==> src/rtl/branch_cond_unit.sv <==
// Branch-condition unit: holds ALU status flags and a saturating hardware loop
// counter, and returns a registered taken/not-taken decision one cycle after each request.
// Optional V flag and signed conditions are compiled in with BRANCH_OVERFLOW_EN.
module branch_cond_unit #(
   parameter int WIDTH  = 16,
   parameter int LOOP_W = 8
) (
   input  logic              i_clk,
   input  logic              i_rst_n,
   input  logic              i_flag_we,
   input  logic [0:WIDTH-1]  i_result,
   input  logic              i_carry,
   input  logic              i_ovf,
   input  logic              i_req,
   input  logic [3:0]        i_cond,
   input  logic              i_loop_ld,
   input  logic [LOOP_W-1:0] i_loop_val,
   output logic              o_valid,
   output logic              o_taken,
   output logic [0:3]        o_flags,
   output logic              o_loop_zero
);

   localparam logic [3:0] COND_NEVER  = 4'd0;
   localparam logic [3:0] COND_ALWAYS = 4'd1;
   localparam logic [3:0] COND_Z      = 4'd2;
   localparam logic [3:0] COND_NZ     = 4'd3;
   localparam logic [3:0] COND_C      = 4'd4;
   localparam logic [3:0] COND_NC     = 4'd5;
   localparam logic [3:0] COND_S      = 4'd6;
   localparam logic [3:0] COND_NS     = 4'd7;
   localparam logic [3:0] COND_V      = 4'd8;
   localparam logic [3:0] COND_NV     = 4'd9;
   localparam logic [3:0] COND_HI     = 4'd10;
   localparam logic [3:0] COND_LS     = 4'd11;
   localparam logic [3:0] COND_GE     = 4'd12;
   localparam logic [3:0] COND_LT     = 4'd13;
   localparam logic [3:0] COND_GT     = 4'd14;
   localparam logic [3:0] COND_LOOP   = 4'd15;

   logic              s_q, s_d;
   logic              z_q, z_d;
   logic              c_q, c_d;
   logic              v_q;
   logic [LOOP_W-1:0] cnt_q, cnt_d;
   logic              valid_q, valid_d;
   logic              taken_q, taken_d;

   // Flag values seen by a request this cycle (bypassed from the ALU when written now)
   logic              s_eff, z_eff, c_eff, v_eff;
   logic [LOOP_W-1:0] cnt_eff;
   logic [LOOP_W-1:0] cnt_dec;
   logic              loop_req;
   logic              loop_take;
   logic              cond_hit;

   always_comb begin
      s_eff = s_q;
      z_eff = z_q;
      c_eff = c_q;
      v_eff = v_q;
      if (i_flag_we) begin
         s_eff = i_result[0];
         z_eff = (i_result == '0);
         c_eff = i_carry;
`ifdef BRANCH_OVERFLOW_EN
         v_eff = i_ovf;
`endif
      end
   end

   always_comb begin
      s_d = s_q;
      z_d = z_q;
      c_d = c_q;
      if (i_flag_we) begin
         s_d = s_eff;
         z_d = z_eff;
         c_d = c_eff;
      end
   end

   // A load in the same cycle as a LOOP request is applied before the decrement
   always_comb begin
      loop_req  = i_req && (i_cond == COND_LOOP);
      cnt_eff   = i_loop_ld ? i_loop_val : cnt_q;
      cnt_dec   = (cnt_eff != '0) ? (cnt_eff - LOOP_W'(1)) : '0;
      loop_take = (cnt_eff != '0) && (cnt_dec != '0);
      cnt_d     = cnt_q;
      if (loop_req) begin
         cnt_d = cnt_dec;
      end else if (i_loop_ld) begin
         cnt_d = i_loop_val;
      end
   end

   always_comb begin
      cond_hit = 1'b0;
      case (i_cond)
         COND_NEVER:  cond_hit = 1'b0;
         COND_ALWAYS: cond_hit = 1'b1;
         COND_Z:      cond_hit = z_eff;
         COND_NZ:     cond_hit = !z_eff;
         COND_C:      cond_hit = c_eff;
         COND_NC:     cond_hit = !c_eff;
         COND_S:      cond_hit = s_eff;
         COND_NS:     cond_hit = !s_eff;
`ifdef BRANCH_OVERFLOW_EN
         COND_V:      cond_hit = v_eff;
         COND_NV:     cond_hit = !v_eff;
         COND_GE:     cond_hit = (s_eff == v_eff);
         COND_LT:     cond_hit = (s_eff != v_eff);
         COND_GT:     cond_hit = !z_eff && (s_eff == v_eff);
`else
         COND_V, COND_NV, COND_GE, COND_LT, COND_GT: cond_hit = 1'b0;
`endif
         COND_HI:     cond_hit = c_eff && !z_eff;
         COND_LS:     cond_hit = !c_eff || z_eff;
         COND_LOOP:   cond_hit = loop_take;
         default:     cond_hit = 1'b0;
      endcase
   end

   always_comb begin
      valid_d = i_req;
      taken_d = i_req && cond_hit;
   end

   always_ff @(posedge i_clk or negedge i_rst_n) begin
      if (!i_rst_n) begin
         s_q     <= 1'b0;
         z_q     <= 1'b0;
         c_q     <= 1'b0;
         cnt_q   <= '0;
         valid_q <= 1'b0;
         taken_q <= 1'b0;
      end else begin
         s_q     <= s_d;
         z_q     <= z_d;
         c_q     <= c_d;
         cnt_q   <= cnt_d;
         valid_q <= valid_d;
         taken_q <= taken_d;
      end
   end

`ifdef BRANCH_OVERFLOW_EN
   logic v_d;

   always_comb begin
      v_d = v_q;
      if (i_flag_we) begin
         v_d = v_eff;
      end
   end

   always_ff @(posedge i_clk or negedge i_rst_n) begin
      if (!i_rst_n) begin
         v_q <= 1'b0;
      end else begin
         v_q <= v_d;
      end
   end
`else
   // No V register in this build; the overflow input is deliberately left unconnected
   logic unused_ovf;

   assign v_q        = 1'b0;
   assign unused_ovf = i_ovf;
`endif

   assign o_valid     = valid_q;
   assign o_taken     = taken_q;
   assign o_flags     = {s_q, z_q, c_q, v_q};
   assign o_loop_zero = (cnt_q == '0);

endmodule

==> config.mk <==
export PLATFORM = sky130hd
export DESIGN_NAME = branch_cond_unit
export DESIGN_NICKNAME = d
export VERILOG_FILES = /design/src/rtl/branch_cond_unit.sv
export SDC_FILE = /design/constraint.sdc
export NUM_CORES = 1
export LEC_CHECK = 0
export ABC_AREA = 1
export ABC_CLOCK_PERIOD_IN_PS = 3800
export CAP_MARGIN = 20
export CORE_MARGIN = 2
export CORE_UTILIZATION = 29
export DETAILED_ROUTE_END_ITERATION = 16
export GPL_TIMING_DRIVEN = 0
export PLACE_DENSITY = 0.62
export SLEW_MARGIN = 15
export SYNTH_ARGS = -nofsm -noshare
export SYNTH_HDL_FRONTEND = slang
export SYNTH_SLANG_ARGS = --single-unit
==> constraint.sdc <==
create_clock -name i_clk -period 3.8 [get_ports i_clk]
set_input_delay 0.57 -clock i_clk [delete_from_list [all_inputs] [get_ports i_clk]]
set_output_delay 0.57 -clock i_clk [all_outputs]
set_load 0.005 [all_outputs]
After elaboration in Yosys (flattened, before gate mapping):

Cells that the tools add are included.

* register bits after elaboration: 13
* logic and storage cells: 43
* bits of input ports: 35
* output and inout bits: 7

* eq/ne operators: 15
* mux-type cells: 7
* $add $sub $neg: 1
* reduce and logical (&&, ||, !) cells: 14

Operators with widths (count)
* 4-bit == test, second input constant: 8
* 8-bit two-way mux: 3
* 4-bit by 3-bit == test with 1-bit output, second input constant: 4
* 16-bit logical NOT: 1
* 8-bit nonzero test: 2
* 1-bit case mux with 11 select lines: 1
* 4-bit by 2-bit == test with 1-bit output, second input constant: 2
* 8-bit logical NOT: 1
* 8-bit by 1-bit subtractor with 8-bit output, second input constant: 1
* 6-bit OR reduction: 1
* 4-bit by 1-bit == test with 1-bit output, second input constant: 1
* 1-bit logical AND: 4
* 4-bit logical NOT: 1
* 1-bit logical NOT: 3
* 1-bit two-way mux: 3
* 1-bit logical OR: 1

Longest topological paths before layout:

* depth in word-level cells: 7
* depth in mapped cells: 14
* gate-level depth less buffers: 14

Least setup slack after synthesis:

Ideal clock, no wire load.

* kind: input port to flip-flop
* start: input i_loop_ld
* end: register taken_q (netlist: o_taken)
* setup slack: 1990 ps
* path buffers: 0
* arrival: 1688 ps
* stages on the path: 13
* required time: 3678 ps
* cell sequence: inv_2 > nand2_1 > nand2_1 > ha_1 > nand3_1 > nor2_1 > nand3_1 > nand2_1 > nand2_1 > nor2_1 > nand3_1 > nand2_1 > a21oi_2

* cells in the longest elaborated chain, start to end: 7

Ends and longest elaborated chain
* from (decl): line 16 `input logic i_loop_ld,`
* 8-bit two-way mux (*)
* 8-bit by 1-bit subtractor with 8-bit output / 8-bit nonzero test (equally long branches): line 87, 88
* 8-bit two-way mux: line 87 `cnt_dec = (cnt_eff != '0) ? (cnt_eff - LOOP_W'(1)) : '0;`
* 8-bit nonzero test: line 88 `loop_take = (cnt_eff != '0) && (cnt_dec != '0);`
* 1-bit logical AND (*): line 88
* 1-bit case mux with 11 select lines (*): line 99 `case (i_cond)`
* 1-bit logical AND (*): line 126 `taken_d = i_req && cond_hit;`
* named net taken_d: line 47 `logic taken_q, taken_d;`
* to (signal assigned): line 143 `taken_q <= taken_d;`
* to (decl): line 47

Mark *: on every way through the listed nets, which the timed path passes. The rest lies on a longest branch.
A chain may end at the register's enable or synchronous reset.

Worst setup path after layout:

* start: register cnt_q[2]
* end: output o_loop_zero

* cells in the longest elaborated chain, start to end: 1

Ends and longest elaborated chain
* from (decl): line 45 `logic [LOOP_W-1:0] cnt_q, cnt_d;`
* from (signal assigned): line 141 `cnt_q <= cnt_d;`
* 8-bit logical NOT: line 175 `assign o_loop_zero = (cnt_q == '0);`
* to (decl): line 21 `output logic o_loop_zero`

No other way between the ends.

==> impl_metrics.tcl <==
set metrics [dict create \
    status "completed" \
    crit_type "reg -> out" \
    syn_avg_cell_area_sq_um 6.00 \
    busiest_layer "met2" \
    synthCells 187 \
    drv_cap 0 \
    die_x_um 66.2 \
    grt-ovfl-total 0 \
    cts_tree "yes" \
    die_area_sq_mm 0.00438 \
    ys_seq_area_share_pct 29.0 \
    core_area_sq_mm 0.00369 \
    timing.critical_path.to_type "output pin" \
    fin_crit_sh_pct 63.2 \
    startpoint_type "flip-flop" \
    worstPathCellList "nor4_1, nand3_1, nor3_1, clkdlybuf4s50_1" \
    clk_latency_ns 0.24 \
    vias 1232 \
    power_leakage_nw 0.811 \
    cpPeakStageDelay_ns 0.52 \
    worst_path_max_delay_cell "clkdlybuf4s50_1" \
    grt_pass1_wl_um 4490 \
    rsz0062_at_grt "no" \
    path_max_fanout 3 \
    root_buffer "clkbuf_8" \
    nets 268 \
    max_freq_mhz 417 \
    syn-cell-area_sq_mm 0.00112 \
    mostFrequentLayoutCell "nand2_1" \
    required_ns 3.23 \
    layout-drive-gt1-share_pct 9.57 \
    clk_pin_slew_worst_paths_ns 0.05 \
    crit_buf_inv 1 \
    synth_flop_cell "dfrtp_1" \
    route.detailed.drc 0 \
    antenna_left 0 \
    antenna_found_initial 0 \
    routed_via_density 4.43 \
    grt_util_met3_pct 1.19 \
    finalSetupTns_ns 0 \
    place_inst 274 \
    synth_fp_nets 224 \
    skew_ns 0.00127 \
    pwr_density_cell_mw_per_mm2 253 \
    crit_family "simple AND/OR/NAND/NOR gates" \
    design_area_sq_mm 0.00162 \
    clock-sinks 13 \
    antennaDiodeCount 0 \
    grt_pass1_vias 1104 \
    grtUsageMet2_pct 22.1 \
    ys_seq_elements 13 \
    wire_per_inst_um 9.35 \
    rows 22 \
    drt_iter0_drc 87 \
    gp_congestion 0.911 \
    postCtsSetupBuffers 0 \
    dpl_worst_slack_ns 1.19 \
    clk_path_buf_depth 2 \
    grt_usage_pct 13.3 \
    layout_common_cells "nand2_1, clkdlybuf4s50_1, inv_1" \
    h-tree-depth 1 \
    r2r_setup_slack_ns 2.09 \
    relSlewSlack_pct 61.4 \
    cts_resized 0 \
    ys_types 26 \
    fin_crit_ns 2.40 \
    maxSlewViolCount 0 \
    area_growth_pct 44.2 \
    grt_start_max_net_pins 14 \
    start_util_pct 30.4 \
    dpl_cell_area_sq_mm 0.00157 \
    synth_edf_count 0 \
    use_met1_pct 17.2 \
    yosys_warnings 0 \
    first_pass_iters 4 \
    pin_count 42 \
    min_path_type "reg -> reg" \
    tightest_slew_ns 0.577 \
    final_hold_viol_count 0 \
    layout_setup_ws_ns 1.40 \
    crit_arrival_ns 1.83 \
    hpwl_um 2150 \
    vdd_drop_max_mv 0.106 \
    hold_buffers 0 \
    port-buffer-count 39 \
    numCtsBuffers 3 \
    wirelength_um 2600 \
    layout.cells.non_filler 278 \
    setup_viol 0 \
    ys_async_sr_fraction_pct 100 \
    die_h_um 66.2 \
]
==> cell usage after synthesis (2+ instances only) <==
master	instances	area share, %
nand2_1	68	23
inv_1	25	8.4
nor2_1	16	5.4
nand3_1	14	6.3
dfrtp_1	13	29
a21oi_1	7	3.1
o21ai_0	7	3.1
nand2_2	6	3.3
buf_4	4	2.7
nor2_2	4	2.2
nor3_1	4	1.8
o21ai_1	4	1.8
ha_1	2	2.2
==> worst min-delay path, cell delays in order (launching register included) <==
cell,delay [ns]
dfrtp_1,0.35
nand2_1,0.08
nand2_1,0.08
==> through the flow <==
stage                     hold WS, ns  power [mW]  util [%]
final                           0.536       0.409      43.8
after global routing            0.553       0.439      43.8
after CTS                       0.526       0.415      43.8
after detailed placement        0.512       0.292      42.6
after global placement          0.518       0.291      42.6
after floorplan                 0.274       0.231         -
==> cells by family (layout without fill, tap and decap cells) <==
group                    Yosys count  count (layout)  share of synthesized area (%)
flip-flops                        13              13                           29.0
other                              1               1                          0.335
adder cells (fa/ha/maj)            2               2                           2.23
AO/OA/AOI/OAI                     22              22                           10.7
buffers and inverters             32              75                           12.7
AND/OR/NAND/NOR                  117             117                           45.0
==> registers in the layout, indices dropped and copies added (netlist names) <==
register	cells
cnt_q	8
s_q	1
z_q	1
c_q	1
o_valid	1
o_taken	1
==> report_power, final <==
part | internal, mW | leakage, nW | switching [mW]
Clock | 0.0738 | 0.0228 | 0.0457
Sequential | 0.151 | 0.155 | 0.00574
Combinational | 0.0669 | 0.633 | 0.0660
Total | 0.291 | 0.811 | 0.117
==> path summary, 6_finish.rpt <==
check / start / end / depth (start not counted)
setup / recovery: cnt_q[2] / o_loop_zero / 4
min in group asynchronous: i_rst_n / cnt_q[4] / 1
hold / removal: s_q / s_q / 2
max in group asynchronous: i_rst_n / cnt_q[1] / 1
hold reg to reg: s_q / s_q / 2
setup reg to reg: cnt_q[1] / o_taken / 13
==> layer usage <==
layer,share of wire [%],vias to the layer above
met5,0,-
met4,2.2,0
met3,7.2,5
met2,45,45
met1,46,519
li1,-,663
==> cell type report <==
class	count	area, sq um
clock buffers	4	45.0
fillers	417	2070
multi-input cells	142	653
repair buffers	39	390
flip-flops and latches	13	325
well taps	48	60.1
inverters	26	97.6
plain buffers	6	45.0
(Power assumes the default switching activity.)
